### src/rtl/uart_pkg.sv
// Shared UART definitions: receiver state encoding and parity-sense constants,
// common to the receiver and transmitter generations.
package uart_pkg;

    typedef enum logic [2:0] {
        IDLE,
        START,
        DATA,
        PARITY,
        STOP,
        BREAK
    } rx_state_t;

    localparam logic PARITY_SENSE_EVEN = 1'b0;
    localparam logic PARITY_SENSE_ODD  = 1'b1;

endpackage

### src/rtl/uart_sync2.sv
// Two-flop synchroniser for asynchronous inputs; both stages preset high on reset
// so an idle-high line never looks active while reset releases.
module uart_sync2 (
    input  logic clk,
    input  logic rst_n,
    input  logic i_d,
    output logic o_q
);

    logic r_s1;
    logic r_s2;

    always_ff @(posedge clk or negedge rst_n) begin
        if (!rst_n) begin
            r_s1 <= 1'b1;
            r_s2 <= 1'b1;
        end else begin
            r_s1 <= i_d;
            r_s2 <= r_s1;
        end
    end

    assign o_q = r_s2;

endmodule

### src/rtl/uart_rx_cfg.sv
// Parametrised UART receiver: configurable baud divisor, data width, parity and stop
// bits, with start-glitch rejection, framing/parity/overrun flags and break handling.
module uart_rx_cfg
    import uart_pkg::*;
#(
    parameter int unsigned BAUD_DIV   = 34,
    parameter int unsigned DATA_BITS  = 8,
    parameter int unsigned PARITY_EN  = 0,
    parameter int unsigned PARITY_ODD = 0,
    parameter int unsigned STOP_BITS  = 1
) (
    input  logic                 clk,
    input  logic                 rst_n,
    input  logic                 RX,
    input  logic                 clr_rdy,
    output logic [DATA_BITS-1:0] rx_data,
    output logic                 rdy,
    output logic                 frm_err,
    output logic                 par_err,
    output logic                 ovr_err
);

    localparam int unsigned CW = $clog2(BAUD_DIV);
    localparam int unsigned BW = $clog2(DATA_BITS);
    localparam logic [CW-1:0] HALF_LOAD = CW'(BAUD_DIV / 2 - 1);
    localparam logic [CW-1:0] FULL_LOAD = CW'(BAUD_DIV - 1);
    localparam logic [BW-1:0] LAST_DATA = BW'(DATA_BITS - 1);
    localparam logic [BW-1:0] LAST_STOP = BW'(STOP_BITS - 1);
    localparam logic ODD_BIT = (PARITY_ODD != 0) ? PARITY_SENSE_ODD : PARITY_SENSE_EVEN;

    logic                 w_rx_s;
    logic                 w_strobe;
    rx_state_t            r_state;
    logic [CW-1:0]        r_cnt;
    logic [BW-1:0]        r_bitcnt;
    logic [DATA_BITS-1:0] r_shift;
    logic                 r_par_bad;
    logic                 r_stop_bad;
    logic                 r_commit;

    uart_sync2 u_sync (
        .clk   (clk),
        .rst_n (rst_n),
        .i_d   (RX),
        .o_q   (w_rx_s)
    );

    assign w_strobe = (r_state != IDLE) && (r_cnt == '0);

    always_ff @(posedge clk or negedge rst_n) begin
        if (!rst_n) begin
            r_cnt <= '0;
        end else if (r_state == IDLE) begin
            if (!w_rx_s) r_cnt <= HALF_LOAD;
        end else if (w_strobe) begin
            r_cnt <= FULL_LOAD;
        end else begin
            r_cnt <= r_cnt - CW'(1);
        end
    end

    always_ff @(posedge clk or negedge rst_n) begin
        if (!rst_n) begin
            r_state    <= IDLE;
            r_bitcnt   <= '0;
            r_shift    <= '0;
            r_par_bad  <= 1'b0;
            r_stop_bad <= 1'b0;
            r_commit   <= 1'b0;
            rx_data    <= '0;
            rdy        <= 1'b0;
            frm_err    <= 1'b0;
            par_err    <= 1'b0;
            ovr_err    <= 1'b0;
        end else begin
            if (clr_rdy) begin
                rdy     <= 1'b0;
                frm_err <= 1'b0;
                par_err <= 1'b0;
                ovr_err <= 1'b0;
            end
            case (r_state)
                IDLE: if (!w_rx_s) r_state <= START;
                START: if (w_strobe) begin
                    r_bitcnt   <= '0;
                    r_par_bad  <= 1'b0;
                    r_stop_bad <= 1'b0;
                    r_state    <= w_rx_s ? IDLE : DATA;
                end
                DATA: if (w_strobe) begin
                    r_shift <= {w_rx_s, r_shift[DATA_BITS-1:1]};
                    if (r_bitcnt == LAST_DATA) begin
                        r_bitcnt <= '0;
                        r_state  <= (PARITY_EN != 0) ? PARITY : STOP;
                    end else begin
                        r_bitcnt <= r_bitcnt + BW'(1);
                    end
                end
                PARITY: if (w_strobe) begin
                    r_par_bad <= (^r_shift) ^ w_rx_s ^ ODD_BIT;
                    r_state   <= STOP;
                end
                // Commit lands one cycle after the last stop strobe; it overrides a
                // simultaneous clr_rdy, which only serves to acknowledge the old frame.
                STOP: if (r_commit) begin
                    r_commit <= 1'b0;
                    rx_data  <= r_shift;
                    rdy      <= 1'b1;
                    frm_err  <= r_stop_bad;
                    par_err  <= r_par_bad;
                    ovr_err  <= !clr_rdy && (ovr_err || rdy);
                    r_state  <= w_rx_s ? IDLE : BREAK;
                end else if (w_strobe) begin
                    if (!w_rx_s) r_stop_bad <= 1'b1;
                    if (r_bitcnt == LAST_STOP) r_commit <= 1'b1;
                    else r_bitcnt <= r_bitcnt + BW'(1);
                end
                BREAK: if (w_rx_s) r_state <= IDLE;
                default: r_state <= IDLE;
            endcase
        end
    end

endmodule

### config.mk
export PLATFORM = sky130hd
export DESIGN_NAME = uart_rx_cfg
export DESIGN_NICKNAME = d
export VERILOG_FILES = /design/src/rtl/uart_pkg.sv /design/src/rtl/uart_sync2.sv /design/src/rtl/uart_rx_cfg.sv
export SDC_FILE = /design/constraint.sdc
export NUM_CORES = 1
export LEC_CHECK = 0
export BUFFER_PORTS_ARGS = -buffer_cell sky130_fd_sc_hd__clkbuf_2
export CAP_MARGIN = 20
export CORE_UTILIZATION = 40
export DETAILED_ROUTE_END_ITERATION = 6
export PLACE_DENSITY_LB_ADDON = 0.1
export SYNTH_ARGS = -nofsm -noshare
export SYNTH_HDL_FRONTEND = slang
export SYNTH_HIERARCHICAL = 1
export SYNTH_SLANG_ARGS = --single-unit
### constraint.sdc
create_clock -name clk -period 2.2 [get_ports clk]
set_input_delay 0.11 -clock clk [delete_from_list [all_inputs] [get_ports clk]]
set_output_delay 0.11 -clock clk [all_outputs]
set_load 0.01 [all_outputs]
# After elaboration in Yosys (flattened, before gate mapping)
# Index checks and enable logic that the tools add are counted.
# op_classes
n_mux,42
add_sub_neg,2
reduce_logical,18
n_bitwise,1
n_eq_ne,17
# ops
operator,n
$mux W3,14
$mux W1,20
$ne A2 B2 Y1 const B,10
$mux W6,3
$pmux W3 S6,1
$eq A3 B3 Y1 const B,3
$pmux W3 S3,1
$reduce_xor A8 Y1,1
$reduce_and A7 Y1,1
$eq A3 B2 Y1 const B,2
$logic_not A3 Y1,2
$logic_not A6 Y1,1
$reduce_and A6 Y1,1
$reduce_bool A3 Y1,2
$sub A6 B1 Y6 const B,1
$reduce_and A5 Y1,1
$pmux W1 S2,2
$reduce_and A2 Y1,2
$reduce_bool A2 Y1,2
$add A3 B1 Y3 const B,1
$eq A3 B1 Y1 const B,1
$reduce_and A3 Y1,1
$logic_and A1 B1 Y1,2
$mux W2,1
other kinds (4),4
# totals
ff_bits,37

# Longest topological paths before layout
# Gate-level depths: netlist of the first run.
# depth
depth_word,5
mapped_depth,7
ltp_nobuf,6

# By module
# The synthesis of the first run kept the hierarchy.
# by_module_without_submodules
mod,cells_per_inst,seq_area_each_um2,area_each_um2,instances
uart_rx_cfg,159,875.8,1780.5,1
uart_sync2,2,52.6,52.6,1

# Worst setup path after synthesis of the first run
# OpenSTA, ideal clock, no wires.
# synth_path
kind,register to register
startpoint,register r_cnt[0]
endpoint,register r_shift[0]
required_ps,2075
synth_period_minus_slack_ps,1772
setup_slack_ps,428
arrival_time_ps,1647
stages_incl_launch_ff,7
path_cell_list,dfrtp_1 inv_1 ha_1 nor2b_1 nand2_2 nor3_4 mux2_2
# synth_between
elab_chain_cells,3
# synth_lines
item,line_no,rtl
"start, declared",uart_rx_cfg.sv:34,logic [CW-1:0] r_cnt;
"start signal, assigned",uart_rx_cfg.sv:58,r_cnt <= r_cnt - CW'(1);
$logic_not A6 Y1,uart_rx_cfg.sv:48,assign w_strobe = (r_state != IDLE) && (r_cnt == '0);
$logic_and A1 B1 Y1,uart_rx_cfg.sv:48,
$reduce_and A2 Y1 (no line),n/a,
"end signal, assigned",uart_rx_cfg.sv:91,"r_shift <= {w_rx_s, r_shift[DATA_BITS-1:1]};"
"end, declared",uart_rx_cfg.sv:36,logic [DATA_BITS-1:0] r_shift;
# No other way between the ends.
# A chain may end at the register's enable or synchronous reset.

# Worst setup path in the final report of the first run
# layout_path
startpoint,register r_cnt[0]
endpoint,register r_shift[3]
# The elaborated chain is that of the path after synthesis.

==> results.ini, run 1 <==
[floorplan]
die-area_mm2=0.00486
die_w_um=69.7
ios=16
core-area_mm2=0.00438
start_util_pct=41.8
dieHeight_um=69.7
fp-row-count=24

[layout]
final_nets=191
design_area_mm2=0.00208
fillers=407
antenna_cells=0
stdcell_count=235
fin_util_pct=47.5
drive_gt1_share_pct=29.0
area_delta_synth_final_pct=13.7

[timing]
worst_clock_skew_ns=0.00579
final.period_utilization_pct=88.5
worstMarginPinSlew_ns=0.893
fin_ws_ns=0.252
hold_violations=0
timing.final.crit_period_ns=1.95
rsz0062_at_grt=no
holdWs_ns=0.359
setup_tns_ns=0
finalSetupViolCount=0
finalMaxSlewViolations=0
fmax_mhz=513
maxSlewHeadroom_pct=40.4

[drt]
drt-total-wl_um=3210
vias=1276
post_drt_wl_per_cell_um=13.6
dr.first_iter.drc_count=50
drc=0
firstDrtPassIters=4
ant_nets=0
vias_per_cell=5.43

[place]
gp_congestion=0.874
io_buffers=15
dpl.cell_count=224
placed_area_mm2=0.00196
pre_cts_slack_ns=0.240
dp_hpwl_um=2270

[logic_synthesis]
async_flop_share_pct=100
synth_area_mm2=0.00183
yosysMostFrequentCell=dfrtp_1
synth_commonest_cells=35 x dfrtp_1, 14 x mux2_2, 9 x o21ai_0, 8 x a21oi_1, 8 x nor2_1
ys.flop_type=dfrtp_1
synth-edff-count=0
ys_ff_latch=37
synth_seq_area_share_pct=50.6
synth.area.top_cells=dfrtp_1 48%, mux2_2 8.6%, ha_1 3.4%, dfstp_2 2.9%, o21ai_0 2.5%
synth_cell_type_count=44
synth_nets=170
syn_avg_cell_area_um2=11.4
synth_top_area_cell=dfrtp_1
synthCells=161
synth_top_area_share_pct=47.8
synth_warnings=6

[global_routing]
grt_pass1_vias=1279
grt_antenna_before_repair=0
grt_max_degree=38
grt_use_total_pct=15.3
grt_first_pass_wirelength_um=5850
overflow=0

[cts]
cts_resized=0
cts_tree=done
root_buffer=clkbuf_8
cts.sinks=37
path_clk_slew_ns=0.08
clock_latency_ns=0.29
htreeDepth=2
numCtsBuffers=5
cts_max_path_buffers=2
hold_buffers=3
postCtsSetupRepairBufs=0

[pwr]
ir_worst_vdd_uv=625
seqPwrFrac_pct=46.5
p_int_mw=1.30
switching_share_pct=34.2
power_switching_mw=0.674
power_mw=1.97
clockPowerShare_pct=25.5
power.leakage_nw=1.01
p_per_area_mw_per_mm2=947
comb_power_share_pct=28.0

[min_path]
worstHoldPathType=flop to flop
hold-path-endpoint=u_sync/o_q$_DFF_PN1_
holdPathStages=0
min_from=u_sync/r_s1$_DFF_PN1_

[setup_path]
crit_path_start_kind=flop
endpoint_kind=flop
startpoint=r_cnt[0]$_DFFE_PN0N_
crit_type=flop to flop
arrival_ns=2.13
reg2reg_from=r_cnt[0]$_DFFE_PN0N_
worstPathRequired_ns=2.38
r2r.worst_path.cells=6
r2r_end=r_shift[3]$_DFFE_PN0P_
cp_max_fo=8
regToRegSetupSlack_ns=0.25

[outcome]
status=completed

[job]
max_cap_violations=0

==> sequential cells by signal, summed over array words and instances, names as in the netlist <==
name         flops
par_err          1
rx_data          8
ovr_err          1
r_cnt            6
r_stop_bad       1
r_bitcnt         3
r_par_bad        1
rdy              1
u_sync/r_s1      1
frm_err          1
u_sync/o_q       1
r_commit         1
r_state          3
r_shift          8
==> critical path, stage by stage (launching register included) <==
cell	delay [ns]
dfrtp_1	0.43
inv_1	0.10
ha_1	0.17
nor2b_1	0.22
nand2_2	0.14
nor3_4	0.40
mux2_2	0.39
==> how the worst max path moves through the flow <==
stage                                   endpoint  slack, ns  cells past startpoint
after global routing      r_shift[4]$_DFFE_PN0P_       0.09                      6
final                     r_shift[3]$_DFFE_PN0P_       0.25                      6
after CTS                 r_shift[4]$_DFFE_PN0P_       0.23                      6
after floorplan           r_shift[0]$_DFFE_PN0P_       0.43                      6
after global placement    r_shift[3]$_DFFE_PN0P_       0.31                      6
after detailed placement  r_shift[4]$_DFFE_PN0P_       0.24                      6
==> final cells by class <==
cell class / instances / area (µm²) / area share (%)
Inverter: 7 / 26.3 / 1.26
Multi-Input combinational cell: 110 / 841 / 40.3
Tap cell: 52 / 65.1 / 3.12
Sequential cell: 37 / 928 / 44.5
Clock inverter: 2 / 13.8 / 0.660
Clock buffer: 6 / 82.6 / 3.96
Timing Repair Buffer: 21 / 128 / 6.12
==> power by group through the flow <==
stage	logic (mW)	registers, mW	clock network, mW
after floorplan	0.478	0.871	0
after global placement	0.541	0.927	0
after detailed placement	0.550	0.929	0
after CTS	0.557	0.917	0.518
after global routing	0.629	0.943	0.545
final	0.554	0.918	0.503
==> cells by family after synthesis <==
family                   count (synthesis)  share of synthesized area, %
adder cells (fa/ha/maj)                  5                          3.41
flip-flops                              37                          50.6
AO/OA/AOI/OAI                           32                          11.7
XOR/XNOR                                 8                          4.57
buffers and inverters                   14                          3.48
AND/OR/NAND/NOR                         47                          15.3
multiplexers                            18                          10.9
==> cell usage in the layout, fill, tap and decap left out, drive strengths merged, types with 2 or more instances in the layout <==
master       instances
nand2b               3
nand3                5
nor3                 8
xor2                 2
clkbuf              21
ha                   5
dfstp                2
buf                  3
mux2                16
o31ai                5
a22o                 2
xnor2                5
clkinv               2
o21ai               10
nand2                8
inv                  7
dlygate4sd3          3
nor2b                3
nor4                 3
dfrtp               35
nor2                 9
mux2i                2
or3                  3
a21oi                8
==> metal layers <==
layer | vias to the layer above | track usage [%] | share of wire [%]
li1 | 619 | - | -
met2 | 27 | 25.5 | 47
met5 | - | 0 | 0
met4 | 0 | 4.67 | 0.90
met3 | 4 | 4.80 | 3.7
met1 | 626 | 19.0 | 48
No activity file was read; power rests on OpenSTA's default activity.
==> run 2, diff against run 1 <==
--- a/config.mk
+++ b/config.mk
@@ -10,6 +10,7 @@
 export CORE_UTILIZATION = 40
 export DETAILED_ROUTE_END_ITERATION = 6
 export PLACE_DENSITY_LB_ADDON = 0.1
+export RECOVER_POWER = 25
 export SYNTH_ARGS = -nofsm -noshare
 export SYNTH_HDL_FRONTEND = slang
 export SYNTH_HIERARCHICAL = 1
==> run 2 against run 1 <==
Critical path type unchanged; worst setup slack improved by 0.0033 ns; register-to-register slack about the same; die area unchanged; hold slack hardly changed; power decreased by 0.17%.
==> results.ini, run 2 (synthesized netlist as in run 1, its figures left out) <==
[pwr]
power.leakage_nw=0.965  ; -4.1%
p_per_area_mw_per_mm2=952  ; +0.55%
ir_worst_vdd_uv=624  ; -0.29%

[floorplan]
die_w_um=69.7  ; unchanged
ios=16  ; unchanged
start_util_pct=41.8  ; unchanged
die-area_mm2=0.00486  ; unchanged
dieHeight_um=69.7  ; unchanged
fp-row-count=24  ; unchanged
core-area_mm2=0.00438  ; unchanged

[job]
max_cap_violations=0  ; unchanged

[timing]
worst_clock_skew_ns=0.00661  ; +0.000812 ns
finalSetupViolCount=0  ; unchanged
setup_tns_ns=0  ; unchanged
finalMaxSlewViolations=0  ; unchanged
fmax_mhz=514  ; +0.17%
timing.final.crit_period_ns=1.94  ; -0.00330 ns
final.period_utilization_pct=88.4  ; -0.15 points
hold_violations=0  ; unchanged
fin_ws_ns=0.255  ; +0.00330 ns
worstMarginPinSlew_ns=0.898  ; +0.00437 ns
rsz0062_at_grt=no
maxSlewHeadroom_pct=40.1  ; -0.29 points

[global_routing]
grt_use_total_pct=15.3  ; unchanged
grt_first_pass_wirelength_um=5850  ; unchanged
grt_pass1_vias=1279  ; unchanged
overflow=0  ; unchanged
grt_max_degree=38  ; unchanged
grt_antenna_before_repair=0  ; unchanged

[cts]
path_clk_slew_ns=0.08  ; about the same
clock_latency_ns=0.29  ; about the same
cts_tree=done
cts_max_path_buffers=2  ; unchanged
root_buffer=clkbuf_8
cts.sinks=37  ; unchanged
htreeDepth=2  ; unchanged
numCtsBuffers=5  ; unchanged

[drt]
ant_nets=0  ; unchanged
drc=0  ; unchanged
post_drt_wl_per_cell_um=13.7  ; +0.37%
drt-total-wl_um=3220  ; +0.37%
vias_per_cell=5.42  ; -0.16%
firstDrtPassIters=4  ; unchanged
dr.first_iter.drc_count=48  ; -4.0%
vias=1274  ; -0.16%

[layout]
drive_gt1_share_pct=22.4  ; -6.6 points
fillers=411  ; +0.98%
stdcell_count=235  ; unchanged
final_cell_mix=35 x dfrtp_1, 14 x mux2_2, 12 x clkbuf_1, 9 x o21ai_0
final_nets=191  ; unchanged
final_common_cell=dfrtp_1
antenna_cells=0  ; unchanged
area_delta_synth_final_pct=12.9
design_area_mm2=0.00207  ; -0.72%
fin_util_pct=47.2  ; -0.34 points
top_regs=r_shift: 8 flops, rx_data: 8 flops, r_cnt: 6 flops

[place]
gp_congestion=0.874  ; unchanged
io_buffers=15  ; unchanged
dpl.cell_count=224  ; unchanged
dp_hpwl_um=2270  ; unchanged
placed_area_mm2=0.00196  ; unchanged
pre_cts_slack_ns=0.240  ; unchanged

[outcome]
status=completed

[setup_path]
arrival_ns=2.12  ; about the same
worstPathRequired_ns=2.38  ; about the same
crit_type=flop to flop
cp_max_fo=8  ; unchanged
endpoint_kind=flop
crit_path_start_kind=flop

[min_path]
worstHoldPathType=flop to flop

==> run 2: area by class of cell <==
cell class | count | area [µm²] | share of cell area, %
sequential | 37 | 928 | 44.9
multi-input combinational | 110 | 841 | 40.6
timing repair buffer | 21 | 113 | 5.44
clock buffer | 6 | 82.6 | 3.99
tap | 52 | 65.1 | 3.14
inverter | 7 | 26.3 | 1.27
clock inverter | 2 | 13.8 | 0.665
==> run 2: worst max-delay path, cell delays in order (launching register included) <==
cell	delay (ns)
dfrtp_1	0.43
inv_1	0.10
ha_1	0.17
nor2b_1	0.22
nand2_2	0.14
nor3_4	0.39
mux2_2	0.39
==> run 2: through the flow <==
step           hold WS [ns]  power, mW
3_5_place_dp          0.201       1.48
3_3_place_gp          0.201       1.47
6_report              0.359       1.97
4_1_cts               0.361       1.99
2_1_floorplan        -0.186       1.35
5_1_grt               0.367       2.12
==> run 2: power breakdown <==
group / switching [mW] / internal, mW
logic: 0.288 / 0.264
registers: 0.136 / 0.782
clock network: 0.247 / 0.254
total: 0.671 / 1.30
==> run 2: worst paths after layout <==
kind	from	to	slack, ns	cells after the start
setup / recovery	r_cnt[0]$_DFFE_PN0N_	r_shift[3]$_DFFE_PN0P_	0.26	6
hold reg to reg	u_sync/r_s1$_DFF_PN1_	u_sync/o_q$_DFF_PN1_	0.36	0
hold / removal	u_sync/r_s1$_DFF_PN1_	u_sync/o_q$_DFF_PN1_	0.36	0
setup reg to reg	r_cnt[0]$_DFFE_PN0N_	r_shift[3]$_DFFE_PN0P_	0.26	6
max in group asynchronous	rst_n	r_cnt[0]$_DFFE_PN0N_	1.17	2
min in group asynchronous	rst_n	r_state[2]$_DFFE_PN0P_	0.48	2
==> run 2: repair_timing <==
item | CTS | global route
resized for setup | 0 | 0
endpoints found under the hold margin | 37 | 0
setup buffers | 0 | 0
hold buffers | 3 | 0
==> run 2: per-layer routing <==
layer / track usage, % / share of wire (%)
met5: 0 / 0
met4: 4.67 / 0.90
met3: 4.80 / 3.4
met2: 25.5 / 47
met1: 19.0 / 49
==> run 3, diff against run 2 <==
--- a/config.mk
+++ b/config.mk
@@ -9,7 +9,6 @@
 export CAP_MARGIN = 20
 export CORE_UTILIZATION = 40
 export DETAILED_ROUTE_END_ITERATION = 6
-export PLACE_DENSITY_LB_ADDON = 0.1
 export RECOVER_POWER = 25
 export SYNTH_ARGS = -nofsm -noshare
 export SYNTH_HDL_FRONTEND = slang
==> constraint.sdc (replaced) <==
create_clock -name clk -period 1.9 [get_ports clk]
set_input_delay 0.095 -clock clk [delete_from_list [all_inputs] [get_ports clk]]
set_output_delay 0.095 -clock clk [all_outputs]
set_load 0.01 [all_outputs]
==> run 3 against run 2 <==
Clock power up 6.6%; critical path type unchanged; first-iteration DRC count rose by 27%; non-clock buffer count increased by 7; largest cell class unchanged.
==> results.ini, run 3 (synthesized netlist as in run 1, its figures left out) <==
[floorplan]
ios=16  ; unchanged
fp-row-count=24  ; unchanged
dieHeight_um=69.7  ; unchanged
die_w_um=69.7  ; unchanged
die-area_mm2=0.00486  ; unchanged
core-area_mm2=0.00438  ; unchanged
start_util_pct=41.8  ; unchanged

[global_routing]
grt_antenna_before_repair=0  ; unchanged
grt_max_degree=38  ; unchanged
overflow=0  ; unchanged
grt_pass1_vias=1306  ; +2.1%
grt_use_total_pct=15.3  ; about the same
grt_first_pass_wirelength_um=5890  ; +0.58%

[place]
dp_hpwl_um=2350  ; +3.8%
gp_congestion=0.807  ; -7.7%
dpl.cell_count=230  ; +2.7%
io_buffers=15  ; unchanged
pre_cts_slack_ns=0.0506  ; -0.189 ns

[setup_path]
r2r_end=r_par_bad$_DFFE_PN0P_
reg2reg_from=r_cnt[2]$_DFFE_PN0N_
r2r.worst_path.cells=3  ; -3
crit_type=flop to flop
cpPeakStageDelay_ns=0.51  ; +0.08 ns
cp_max_fo=7  ; -1
path_cells=or3_4 -> or4_4 -> o31ai_2
worstPathRequired_ns=2.09  ; -0.29 ns
crit_path_start_kind=flop
arrival_ns=1.91  ; -0.21 ns
endpoint_kind=flop
cp_slowest_cell=or4_4
regToRegSetupSlack_ns=0.19  ; -0.07 ns

[drt]
firstDrtPassIters=4  ; unchanged
vias=1311  ; +2.9%
drt-total-wl_um=3350  ; +4.0%
drc=0  ; unchanged
vias_per_cell=5.42  ; about the same
ant_nets=0  ; unchanged
post_drt_wl_per_cell_um=13.8  ; +0.97%
dr.first_iter.drc_count=61  ; +27%

[layout]
fillers=406  ; -1.2%
multi_input_area_um2=841  ; unchanged
top_regs=r_shift: 8 flops, rx_data: 8 flops, r_cnt: 6 flops
final_common_cell=dfrtp_1
fin_util_pct=48.7  ; +1.5 points
seqCellArea_um2=928  ; unchanged
area_delta_synth_final_pct=16.6
antenna_cells=0  ; unchanged
final_cell_mix=35 x dfrtp_1, 16 x clkbuf_2, 14 x mux2_2, 9 x o21ai_0
stdcell_count=242  ; +3.0%
drive_gt1_share_pct=31.6  ; +9.2 points
final_nets=198  ; +3.7%

[timing]
timing.final.crit_period_ns=1.71  ; -0.231 ns
final.period_utilization_pct=90.2  ; +1.8 points
worstMarginPinSlew_ns=0.900  ; +0.00231 ns
worst_clock_skew_ns=0.00707  ; +0.000467 ns
maxSlewHeadroom_pct=40.0  ; -0.15 points
setup_tns_ns=0  ; unchanged
hold_violations=0  ; unchanged
finalSetupViolCount=0  ; unchanged
fin_ws_ns=0.186  ; -0.0690 ns
rsz0062_at_grt=no
fmax_mhz=584  ; +13%
finalMaxSlewViolations=0  ; unchanged

[pwr]
power.leakage_nw=1.03  ; +7.2%
ir_worst_vdd_uv=647  ; +3.8%
p_per_area_mw_per_mm2=1070  ; +13%

[cts]
cts_max_path_buffers=2  ; unchanged
clock_latency_ns=0.29  ; about the same
numCtsBuffers=5  ; unchanged
cts_tree=done
root_buffer=clkbuf_8
path_clk_slew_ns=0.07  ; about the same
htreeDepth=2  ; unchanged
cts.sinks=37  ; unchanged

[min_path]
min_from=u_sync/r_s1$_DFF_PN1_
holdPathStages=0  ; unchanged
hold-path-endpoint=u_sync/o_q$_DFF_PN1_
worstHoldPathType=flop to flop

[job]
max_cap_violations=0  ; unchanged

[outcome]
status=completed

run 3: cell types whose count changed in the layout (fill, tap and decap cells not counted), sizes merged:
cell	change
buf	+6
clkinvlp	+1
run 3: area by class of cell:
type	count	area share, %
sequential	37	43.4
clock inverter	3	0.820
multi-input combinational	110	39.3
inverter	7	1.23
tap	52	3.04
timing repair buffer	28	8.90
clock buffer	5	3.22
run 3: worst max-delay path by stage:
| stage | startpoint | end | depth (start not counted) |
|---|---|---|---|
| floorplan | r_cnt[0]$_DFFE_PN0N_ | r_shift[0]$_DFFE_PN0P_ | 6 |
| global placement | r_cnt[0]$_DFFE_PN0N_ | r_shift[4]$_DFFE_PN0P_ | 6 |
| detailed placement | r_cnt[0]$_DFFE_PN0N_ | r_shift[4]$_DFFE_PN0P_ | 6 |
| CTS | r_cnt[0]$_DFFE_PN0N_ | r_shift[4]$_DFFE_PN0P_ | 6 |
| global route | r_cnt[0]$_DFFE_PN0N_ | r_shift[4]$_DFFE_PN0P_ | 7 |
| finish | r_cnt[2]$_DFFE_PN0N_ | r_par_bad$_DFFE_PN0P_ | 3 |
run 3: layer usage:
layer  vias to the layer above  part of all wire [%]  global-route usage [%]
met2                        27                    49                    25.8
met3                         4                   3.3                    4.94
met5                         -                     0                       0
met1                       652                    47                    18.9
met4                         0                  0.81                    4.22
li1                        628                     -                       -
run 3: repair_timing:
action / CTS / global route
resized for setup: 0 / 0
buffers inserted: 0 / 1
endpoints found under the hold margin: 37 / 0
hold buffers: 3 / 0
setup endpoints to repair: 0 / 8
run 3: worst max-delay path, delay by kind of cell (launching register included):
family | cells | cell delay (ns)
and+or+nand+nor | 2 | 0.93
DFF | 1 | 0.46
AOI/OAI and AO/OA | 1 | 0.23
run 3: power by group:
part / total (mW) / switching (mW) / leakage (nW) / internal, mW
Combinational: 0.711 / 0.365 / 0.499 / 0.345
Sequential: 1.05 / 0.140 / 0.491 / 0.906
Clock: 0.534 / 0.281 / 0.0439 / 0.253
Total: 2.29 / 0.786 / 1.03 / 1.50
run 3: stage by stage:
stage	hold WS [ns]	instance area [µm²]	power (mW)
floorplan	-0.201	1830	1.56
global placement	0.165	2000	1.73
detailed placement	0.172	2000	1.77
CTS	0.358	2120	2.32
global route	0.368	2140	2.46
finish	0.357	2140	2.29
